`src/rtl/multi_fifo_rv_if.sv`:
```
// Lane-parallel push/pop bundle for multi_fifo_rv: M producer lanes in, N consumer lanes out.
// A lane transfers when valid & ready are both high at posedge. Valid and ready vectors are thermometer
// (lane 0 first). Ready may depend on the other side's ready, but never on valid.
interface multi_fifo_rv_if #(
    parameter int DW = 32,
    parameter int M  = 4,
    parameter int N  = 4
);
    logic [M-1:0]    push_valid;
    logic [M*DW-1:0] push_data;
    logic [M-1:0]    push_ready;
    logic [N-1:0]    pop_valid;
    logic [N*DW-1:0] pop_data;
    logic [N-1:0]    pop_ready;

    modport master (
        output push_valid, push_data, pop_ready,
        input  push_ready, pop_valid, pop_data
    );

    modport slave (
        input  push_valid, push_data, pop_ready,
        output push_ready, pop_valid, pop_data
    );
endinterface

```
`src/rtl/multi_fifo_rv.sv`:
```
// Multi-lane synchronous FIFO with non-power-of-2 depth. Each cycle it accepts up to M pushes and
// up to N pops. It provides watermarks, a high-water mark, flush and sticky protocol-error flags.
module multi_fifo_rv #(
    parameter int DW     = 32,
    parameter int M      = 4,
    parameter int N      = 4,
    parameter int DEPTH  = 12,
    parameter int AF_LVL = 10,
    parameter int AE_LVL = 2
) (
    input  logic                         clk,
    input  logic                         rst,
    multi_fifo_rv_if.slave               bus,
    input  logic                         flush,
    input  logic                         hwm_clr,
    output logic [$clog2(DEPTH+1)-1:0]   count,
    output logic                         almost_full,
    output logic                         almost_empty,
    output logic [$clog2(DEPTH+1)-1:0]   hwm,
    output logic                         err_ovf,
    output logic                         err_unf
);
    localparam int PW = $clog2(DEPTH);
    localparam int CW = $clog2(DEPTH + 1);
    localparam int AW = CW + 1;

    logic [DW-1:0] mem [DEPTH];
    logic [PW-1:0] wptr, rptr, wptr_next, rptr_next;
    logic [PW-1:0] waddr [M];
    logic [CW-1:0] npush, npop, count_next, hwm_next;
    logic [AW-1:0] space;
    logic          ovf_now, unf_now;

    assign almost_full  = (int'(count) >= AF_LVL);
    assign almost_empty = (int'(count) <= AE_LVL);

    // Read side depends only on registered state.
    always_comb begin
        logic [AW-1:0] idx;
        bus.pop_valid = '0;
        bus.pop_data  = '0;
        for (int i = 0; i < N; i++) begin
            idx = AW'(rptr) + AW'(i);
            if (idx >= AW'(DEPTH)) idx = idx - AW'(DEPTH);
            bus.pop_valid[i]           = (int'(count) > i);
            bus.pop_data[i*DW +: DW]   = mem[idx[PW-1:0]];
        end
    end

    // Pops are counted over the leading run of lanes only; a gap ends the run.
    always_comb begin
        logic run;
        npop = '0;
        run  = 1'b1;
        for (int i = 0; i < N; i++) begin
            if (run && bus.pop_ready[i] && bus.pop_valid[i]) npop = npop + CW'(1);
            else                                             run  = 1'b0;
        end
        unf_now = ((bus.pop_ready & (bus.pop_ready + N'(1))) != '0) ||
                  ((bus.pop_ready & ~bus.pop_valid) != '0);
    end

    // Entries freed by this cycle's pops are lent to the pushes. This makes push_ready depend on
    // pop_ready. It is safe because pop_ready never depends on push_ready.
    always_comb begin
        logic run;
        space          = AW'(DEPTH) - AW'(count) + AW'(npop);
        bus.push_ready = '0;
        npush          = '0;
        run            = 1'b1;
        for (int i = 0; i < M; i++) begin
            bus.push_ready[i] = (space > AW'(i));
            if (run && bus.push_valid[i] && bus.push_ready[i]) npush = npush + CW'(1);
            else                                               run   = 1'b0;
        end
        ovf_now = ((bus.push_valid & (bus.push_valid + M'(1))) != '0);
    end

    always_comb begin
        logic [AW-1:0] wsum, rsum, lane;
        wsum = AW'(wptr) + AW'(npush);
        if (wsum >= AW'(DEPTH)) wsum = wsum - AW'(DEPTH);
        rsum = AW'(rptr) + AW'(npop);
        if (rsum >= AW'(DEPTH)) rsum = rsum - AW'(DEPTH);
        wptr_next = wsum[PW-1:0];
        rptr_next = rsum[PW-1:0];
        for (int i = 0; i < M; i++) begin
            lane = AW'(wptr) + AW'(i);
            if (lane >= AW'(DEPTH)) lane = lane - AW'(DEPTH);
            waddr[i] = lane[PW-1:0];
        end
        count_next = count + npush - npop;
        if (hwm_clr)                 hwm_next = count_next;
        else if (count_next > hwm)   hwm_next = count_next;
        else                         hwm_next = hwm;
    end

    always_ff @(posedge clk) begin
        if (rst) begin
            wptr    <= '0;
            rptr    <= '0;
            count   <= '0;
            hwm     <= '0;
            err_ovf <= 1'b0;
            err_unf <= 1'b0;
        end else begin
            // Violations are recorded even on a flush cycle; hwm is left alone by flush.
            err_ovf <= err_ovf | ovf_now;
            err_unf <= err_unf | unf_now;
            if (flush) begin
                wptr  <= '0;
                rptr  <= '0;
                count <= '0;
            end else begin
                wptr  <= wptr_next;
                rptr  <= rptr_next;
                count <= count_next;
                hwm   <= hwm_next;
            end
        end
    end

    always_ff @(posedge clk) begin
        if (!rst && !flush) begin
            for (int i = 0; i < M; i++) begin
                if (CW'(i) < npush) mem[waddr[i]] <= bus.push_data[i*DW +: DW];
            end
        end
    end
endmodule

```
`src/flat_wrapper.sv`:
```
// flat-port wrapper written by rule: the top's interface ports become plain ports
module multi_fifo_rv_flat 
#(
    parameter int DW     = 32,
    parameter int M      = 4,
    parameter int N      = 4,
    parameter int DEPTH  = 12,
    parameter int AF_LVL = 10,
    parameter int AE_LVL = 2
)
  (clk, rst, flush, hwm_clr, count, almost_full, almost_empty, hwm, err_ovf, err_unf, bus_push_valid, bus_push_data, bus_pop_ready, bus_push_ready, bus_pop_valid, bus_pop_data);
  multi_fifo_rv_if #(.DW(DW), .M(M), .N(N)) bus_i ();
  input  logic clk;
  input  logic rst;
  input  logic flush;
  input  logic hwm_clr;
  output logic [$clog2(DEPTH+1)-1:0] count;
  output logic almost_full;
  output logic almost_empty;
  output logic [$clog2(DEPTH+1)-1:0] hwm;
  output logic err_ovf;
  output logic err_unf;
  input wire logic [$bits(bus_i.push_valid)-1:0] bus_push_valid;
  input wire logic [$bits(bus_i.push_data)-1:0] bus_push_data;
  input wire logic [$bits(bus_i.pop_ready)-1:0] bus_pop_ready;
  output wire logic [$bits(bus_i.push_ready)-1:0] bus_push_ready;
  output wire logic [$bits(bus_i.pop_valid)-1:0] bus_pop_valid;
  output wire logic [$bits(bus_i.pop_data)-1:0] bus_pop_data;
  assign bus_i.push_valid = bus_push_valid;
  assign bus_i.push_data = bus_push_data;
  assign bus_i.pop_ready = bus_pop_ready;
  assign bus_push_ready = bus_i.push_ready;
  assign bus_pop_valid = bus_i.pop_valid;
  assign bus_pop_data = bus_i.pop_data;
  multi_fifo_rv #(.DW(DW), .M(M), .N(N), .DEPTH(DEPTH), .AF_LVL(AF_LVL), .AE_LVL(AE_LVL)) u_core (.clk(clk), .rst(rst), .bus(bus_i), .flush(flush), .hwm_clr(hwm_clr), .count(count), .almost_full(almost_full), .almost_empty(almost_empty), .hwm(hwm), .err_ovf(err_ovf), .err_unf(err_unf));
endmodule
```
`config.mk`:
```
export PLATFORM = sky130hd
export DESIGN_NAME = multi_fifo_rv_flat
export DESIGN_NICKNAME = d
export VERILOG_FILES = /design/src/rtl/multi_fifo_rv_if.sv /design/src/rtl/multi_fifo_rv.sv /design/src/flat_wrapper.sv
export SDC_FILE = /design/constraint.sdc
export NUM_CORES = 2
export LEC_CHECK = 0
export BUFFER_PORTS_ARGS = -buffer_cell sky130_fd_sc_hd__buf_2
export CAP_MARGIN = 20
export CORE_ASPECT_RATIO = 1.1
export CORE_UTILIZATION = 52
export CTS_BUF_LIST = sky130_fd_sc_hd__clkbuf_4 sky130_fd_sc_hd__clkbuf_8
export DETAILED_ROUTE_END_ITERATION = 6
export PLACE_DENSITY = 0.71
export SLEW_MARGIN = 20
export SYNTH_ARGS = -nofsm -noshare
export SYNTH_HDL_FRONTEND = slang
export SYNTH_SLANG_ARGS = --single-unit
```
`constraint.sdc`:
```
create_clock -name clk -period 11.95 [get_ports clk]
set_clock_uncertainty 0.15 [all_clocks]
set_input_delay 1.7925 -clock clk [delete_from_list [all_inputs] [get_ports clk]]
set_output_delay 1.7925 -clock clk [all_outputs]
set_load 0.03 [all_outputs]
```
Yosys cells after proc, flatten, opt, wreduce, memory -nomap -nowiden
Memory sizes are Yosys's and may differ from the RTL's.
Index checks and enable logic that the tools add are counted.

operators by class
  $add $sub $neg = 30
  order comparisons = 25
  multiplexer cells = 38
  bitwise operators = 7
  reductions and logical operators = 24

operators with widths
  cell                   number
  $mux W4                18
  $ge A5 B4 Y1 const B   8
  $sub A4 B4 Y4 const B  10
  $add A4 B1 Y4 const B  6
  $add A4 B2 Y5 const B  4
  $mux W1                20
  $logic_and A1 B1 Y1    15
  $and A4 B4 Y4          3
  $ge A4 B4 Y1 const B   3
  $reduce_bool A4 Y1     3
  $add A4 B1 Y5 const B  2
  $add A4 B4 Y5          2
  $gt A5 B1 Y1 const B   2
  $gt A5 B2 Y1 const B   2
  $gt A4 B1 Y1 const B   2
  $gt A4 B2 Y1 const B   2
  $lt A1 B4 Y1 const A   2
  $lt A2 B4 Y1 const A   2
  $add A5 B4 Y5          1
  $sub A4 B4 Y5 const A  1
  $add A1 B1 Y2 const B  2
  $add A4 B4 Y4          1
  $gt A4 B4 Y1           1
  $le A4 B2 Y1 const B   1
  other kinds (9)        11

storage, ports and cells
  flip-flop bits (word level) = 18
  RAM bits = 384
  input bits = 140
  memories = 1

memory list
  memory      words  bits a word  rd ports  clocked after Yosys merged registers in  wr ports  RTL line             RTL
  u_core.mem  12     32           4         0                                        4         multi_fifo_rv.sv:27  logic [DW-1:0] mem [DEPTH];

Logic depth before layout (Yosys ltp)
  word-level depth = 30
  depth in mapped cells = 43
  gate-level depth less buffers = 42

Worst setup path after synthesis
OpenSTA, ideal clock, no wires.

  kind = input port to flip-flop
  from = input bus_pop_ready[0]
  to = register u_core.hwm[0]
  arrival time = 9.782 ns
  data required time = 11.676 ns
  path slack = 1.895 ns
  cell stages on the path = 38
  buffers on the path = 1
  cells stage by stage = nor2b_1 -> inv_1 -> ha_1 -> xnor2_1 -> ha_1 -> o21ai_0 -> a31oi_1 -> ha_1 -> ha_1 -> inv_1 -> fa_1 -> xnor2_1 -> nor4_2 -> nor2_1 -> or3_1 -> and2_1 -> ha_1 -> clkbuf_1 -> [2 not listed] -> xor2_1 -> ha_1 -> nand2_1 -> nor3_1 -> o41a_1 -> inv_1 -> fa_1 -> inv_1 -> ha_1 -> a21o_1 -> a21oi_1 -> xnor2_1 -> ha_1 -> nand4_1 -> o21ai_0 -> a21oi_1 -> mux2i_1 -> nor2_1

on the way
  elaborated cells on any way between the ends = 46
  those cells by class = add/sub: 9; order compare: 5; mux: 16; reduce/logical: 16

RTL lines
  what                                                   RTL line              RTL
  start: declaration                                     flat_wrapper.sv:25    input wire logic [$bits(bus_i.pop_ready)-1:0] bus_pop_ready;
  $logic_and A1 B1 Y1 (*)                                multi_fifo_rv.sv:56   if (run && bus.pop_ready[i] && bus.pop_valid[i]) npop = npop + CW'(1);
  branches (longest 9 deep; another with $add A4 B1 Y4)  -
  $mux W4 (*)                                            multi_fifo_rv.sv:56
  $add A5 B4 Y5 (*)                                      multi_fifo_rv.sv:67   space = AW'(DEPTH) - AW'(count) + AW'(npop);
  $gt A5 B2 Y1 (*)                                       multi_fifo_rv.sv:72   bus.push_ready[i] = (space > AW'(i));
  named net bus_push_ready[3]                            flat_wrapper.sv:26    output wire logic [$bits(bus_i.push_ready)-1:0] bus_push_ready;
  $logic_and A1 B1 Y1 (*)                                multi_fifo_rv.sv:73   if (run && bus.push_valid[i] && bus.push_ready[i]) npush = npush + CW'(1);
  $mux W4 (*)                                            multi_fifo_rv.sv:73
  $add A4 B4 Y4 (*)                                      multi_fifo_rv.sv:92   count_next = count + npush - npop;
  $sub A4 B4 Y4 (*)                                      multi_fifo_rv.sv:92
  named net u_core.count_next[3]                         multi_fifo_rv.sv:30   logic [CW-1:0] npush, npop, count_next, hwm_next;
  $gt A4 B4 Y1 (*)                                       multi_fifo_rv.sv:94   else if (count_next > hwm) hwm_next = count_next;
  $reduce_bool A2 Y1 (no source line) (*)                -
  $reduce_and A2 Y1 (no source line) (*)                 -
  end signal: assignment                                 multi_fifo_rv.sv:118  hwm <= hwm_next;
  end: declaration                                       multi_fifo_rv.sv:19   output logic [$clog2(DEPTH+1)-1:0] hwm,

Mark *: on every way through the listed nets, which the timed path passes. The select of a mux whose other input is x is not followed.
A chain may end at the register's enable or synchronous reset.

Worst setup path after layout
  from = input bus_pop_ready[0]
  to = register u_core.hwm[2]

on the way
  longest elaborated chain between the ends = 29
  elaborated cells on any way between the ends = 46
  those cells by class = add/sub: 9; order compare: 5; mux: 16; reduce/logical: 16

RTL lines
  what                                                    RTL line
  $logic_and A1 B1 Y1 (*)                                 multi_fifo_rv.sv:56
  branches (longest 9 deep; another with $add A4 B1 Y4)   -
  $mux W4 (*)                                             multi_fifo_rv.sv:56
  branches (longest 14 deep; another with $add A5 B4 Y5)  -
  $sub A4 B4 Y4 (*)                                       multi_fifo_rv.sv:92
  named net u_core.count_next[1]                          multi_fifo_rv.sv:30
  $gt A4 B4 Y1 (*)                                        multi_fifo_rv.sv:94
  $reduce_bool A2 Y1 (no source line) (*)                 -
  $reduce_and A2 Y1 (no source line) (*)                  -

Marked as above.

==> results.tsv <==
metric	value	unit
cts_buffer_depth	3	
cp_slowest_cell	nor3_1	
drtAntennaViolNets	0	
design_area	39300	um2
vias	32717	
root_buffer	clkbuf_8	
post-cts-setup-buffer-count	0	
final_nets	3359	
ys_top_cells_by_area	edfxtp_1 32%, mux4_2 22%, mux2i_1 12%, o22ai_1 5.6%, a21oi_1 5.0%	
crit_fanout	14	
power.leakage	13.43	nW
critPathMaxStageDelay	0.52	ns
numPortBuffers	287	
cts_hold_buf	0	
drt-initial-drc-count	5936	
antenna_found_initial	18	
r2r_cells	38	
synth_edf_count	384	
arrival	10.76	ns
synth_compound_area_share	16.81	%
register_area	11900	um2
status	finished, violations left	
critPathKind	in -> reg	
path_buf_inv	5	
reg2reg_slack	2.02	ns
finalSetupViolations	0	
die_x	252.6	um
violations	DRC	
synthArstFlopShare	0	%
synthFlopType	edfxtp_1	
cts_buffers	72	
critPathLaunchType	input pin	
yosys.area_share.xor_xnor	0.5852	%
synth_cell_types	75	
period_share	86.38	%
core	67940	um2
yosysTopAreaCell	edfxtp_1	
dpl_worst_slack	1.050	ns
hold_end	u_core.err_ovf	
worst_slack	1.628	ns
pwr_density_cell	142.8	nW/um2
drc	33	
viasPerCell	7.889	
p_sw_share	40.14	%
synthAdderAreaFrac	2.041	%
synth_top_area_share	32.10	%
finalHoldViolCount	0	
die_h	277.6	um
ctsResizeCount	0	
vdd_ir_drop_max	0.0001547	V
cts_tree	done	
rsz0062_at_grt	no	
place_area	37650	um2
cp.depth	37	
area_growth	9.412	%
worst_skew_pair.late_latency	0.70	ns
p_clk_share	26.0	%
end_kind	flip-flop	
r2r-end	u_core.hwm[2]	
yosysWarnings	0	
initial_core_util	52.87	%
period_needed	10.32	ns
worst_pin_slew	1.235	ns
cell_internal_pwr	3.358	mW
timing.slew.headroom	17.70	%
hold_class	reg -> reg	
fmax	0.09688	GHz
grt_usage	40.80	%
clk_pin_slew	0.05	ns
hp-start	u_core.err_ovf	
p_comb_share	44.2	%
synth.mux.area_fraction	36.67	%
yosys.area_share.simple	4.598	%
rows	100	
seqPwrFrac	29.8	%
grt_pass1_vias	32131	
avgSynthCellArea	11.46	um2
clkSinkCount	402	
tns	0	ns
required	12.39	ns
crit-reg2reg-launch	u_core.count[2]	
synth_cells	3133	
routed_wl	146300	um
nFillCells	5459	
wl_per_cell	35.28	um
crit_top_cell	ha_1	
cap_violations	0	
gp_congestion	0.9503	
drt_pass1_iterations	7	
power.total	5.610	mW
synth_area	35920	um2
grt_pass1_wl	208900	um
p_sw	2.252	mW
hpwl	87390	um
layout-drive-gt1-share	33.23	%
htreeDepth	3	
multi_input_comb_area	22120	um2
finalMaxSlewViolations	0	
grt_max_degree	83	
cpLargestDelayFamily	adder cells	
io_pins	288	
gr-total-overflow	0	
dieArea	70130	um2
timing.hold.ws	0.3733	ns
hold_depth	2	
synth_seq_area_share	33.11	%
synth_top_family_by_area	multiplexers	
synth_seq_cells	402	
-- worst register-to-register path, delay by kind of cell, from the launching register on --
family	cells	cell delay, ns
and+or+nand+nor	13	3.02
buffers and inverters	4	0.34
AOI/OAI and AO/OA	7	1.54
muxes	1	0.30
xor gates and xnor gates	3	0.49
adders and majority gates	10	3.59
DFF	1	0.36
-- synth_stat cells (all sizes together), types with 12 or more instances --
cell	n
a21oi	362
ha	49
nand3	17
o22ai	324
inv	111
xor2	13
edfxtp	384
mux2i	416
nand2	153
mux2	100
nor2b	12
and2	22
a31oi	14
nor3	13
mux4	350
dfxtp	18
o21ai	12
clkbuf	305
nor2	106
a32oi	34
buf	113
a221oi	65
a211oi	13
-- placed cells by master, fill, tap and decap left out, types with 73 or more instances in the layout --
master / synthesis / routed
mux4_2: 350 / 350
nor2_1: 105 / 104
edfxtp_1: 384 / 384
mux2_2: 100 / 100
a21oi_1: 361 / 360
buf_4: 21 / 81
nand2_1: 153 / 153
o22ai_1: 324 / 323
buf_2: 67 / 287
mux2i_1: 416 / 416
inv_1: 111 / 111
clkbuf_8: 0 / 73
-- metrics by stage --
stage	cells	util, %
floorplan	3134	-
global placement	4004	55.39
detailed placement	4005	55.42
CTS	4129	57.65
global route	4144	57.83
finish	4147	57.84
-- routing by layer --
metal  vias to the layer above  wire [um]  GRT usage, %
li1                      12665          -             -
met1                     15767      46470         49.64
met2                      3438      64510         60.95
met3                       839      23370         13.54
met4                         8      11920         28.61
met5                         -         52        0.6272
-- worst max path at each step --
stage               slack [ns]              from            end
floorplan                 1.89  bus_pop_ready[0]  u_core.hwm[0]
global placement          1.45  bus_pop_ready[0]  u_core.hwm[0]
detailed placement        1.05  bus_pop_ready[0]  u_core.hwm[2]
CTS                       1.71  bus_pop_ready[0]  u_core.hwm[2]
global route              1.03  bus_pop_ready[0]  u_core.hwm[2]
finish                    1.63  bus_pop_ready[0]  u_core.hwm[2]
-- registers in the layout, indices dropped and copies added (netlist names) --
signal / cells
u_core.mem: 384
u_core.err_unf: 1
u_core.rptr: 4
u_core.hwm: 4
u_core.err_ovf: 1
u_core.wptr: 4
u_core.count: 4
-- kinds of logic (layout without fill, tap and decap cells) --
group | after synthesis | after routing
buffers and inverters | 530 | 610
AND/OR/NAND/NOR | 366 | 366
other | 2 | 18
multiplexers | 866 | 866
adder cells (fa/ha/maj) | 55 | 55
flip-flops | 402 | 402
AO/OA/AOI/OAI | 888 | 888
XOR/XNOR | 24 | 24
-- power by group through the flow --
stage               Sequential [mW]  Combinational (mW)  Clock, mW
global placement               1.70                2.34          0
floorplan                      1.68                1.80          0
global route                   1.68                2.61       1.50
CTS                            1.68                2.42       1.45
detailed placement             1.71                2.41          0
finish                         1.67                2.48       1.46
-- cell type report --
type / instances / share of cell area (%)
Inverter: 112 / 1.089
Timing Repair Buffer: 374 / 5.479
Multi-Input combinational cell: 2202 / 56.27
Clock buffer: 91 / 2.900
Sequential cell: 402 / 30.28
Clock inverter: 33 / 0.9615
Antenna cell: 15 / 0.09551
Tap cell: 918 / 2.923
Note: power is estimated with default switching activity, not from simulation.
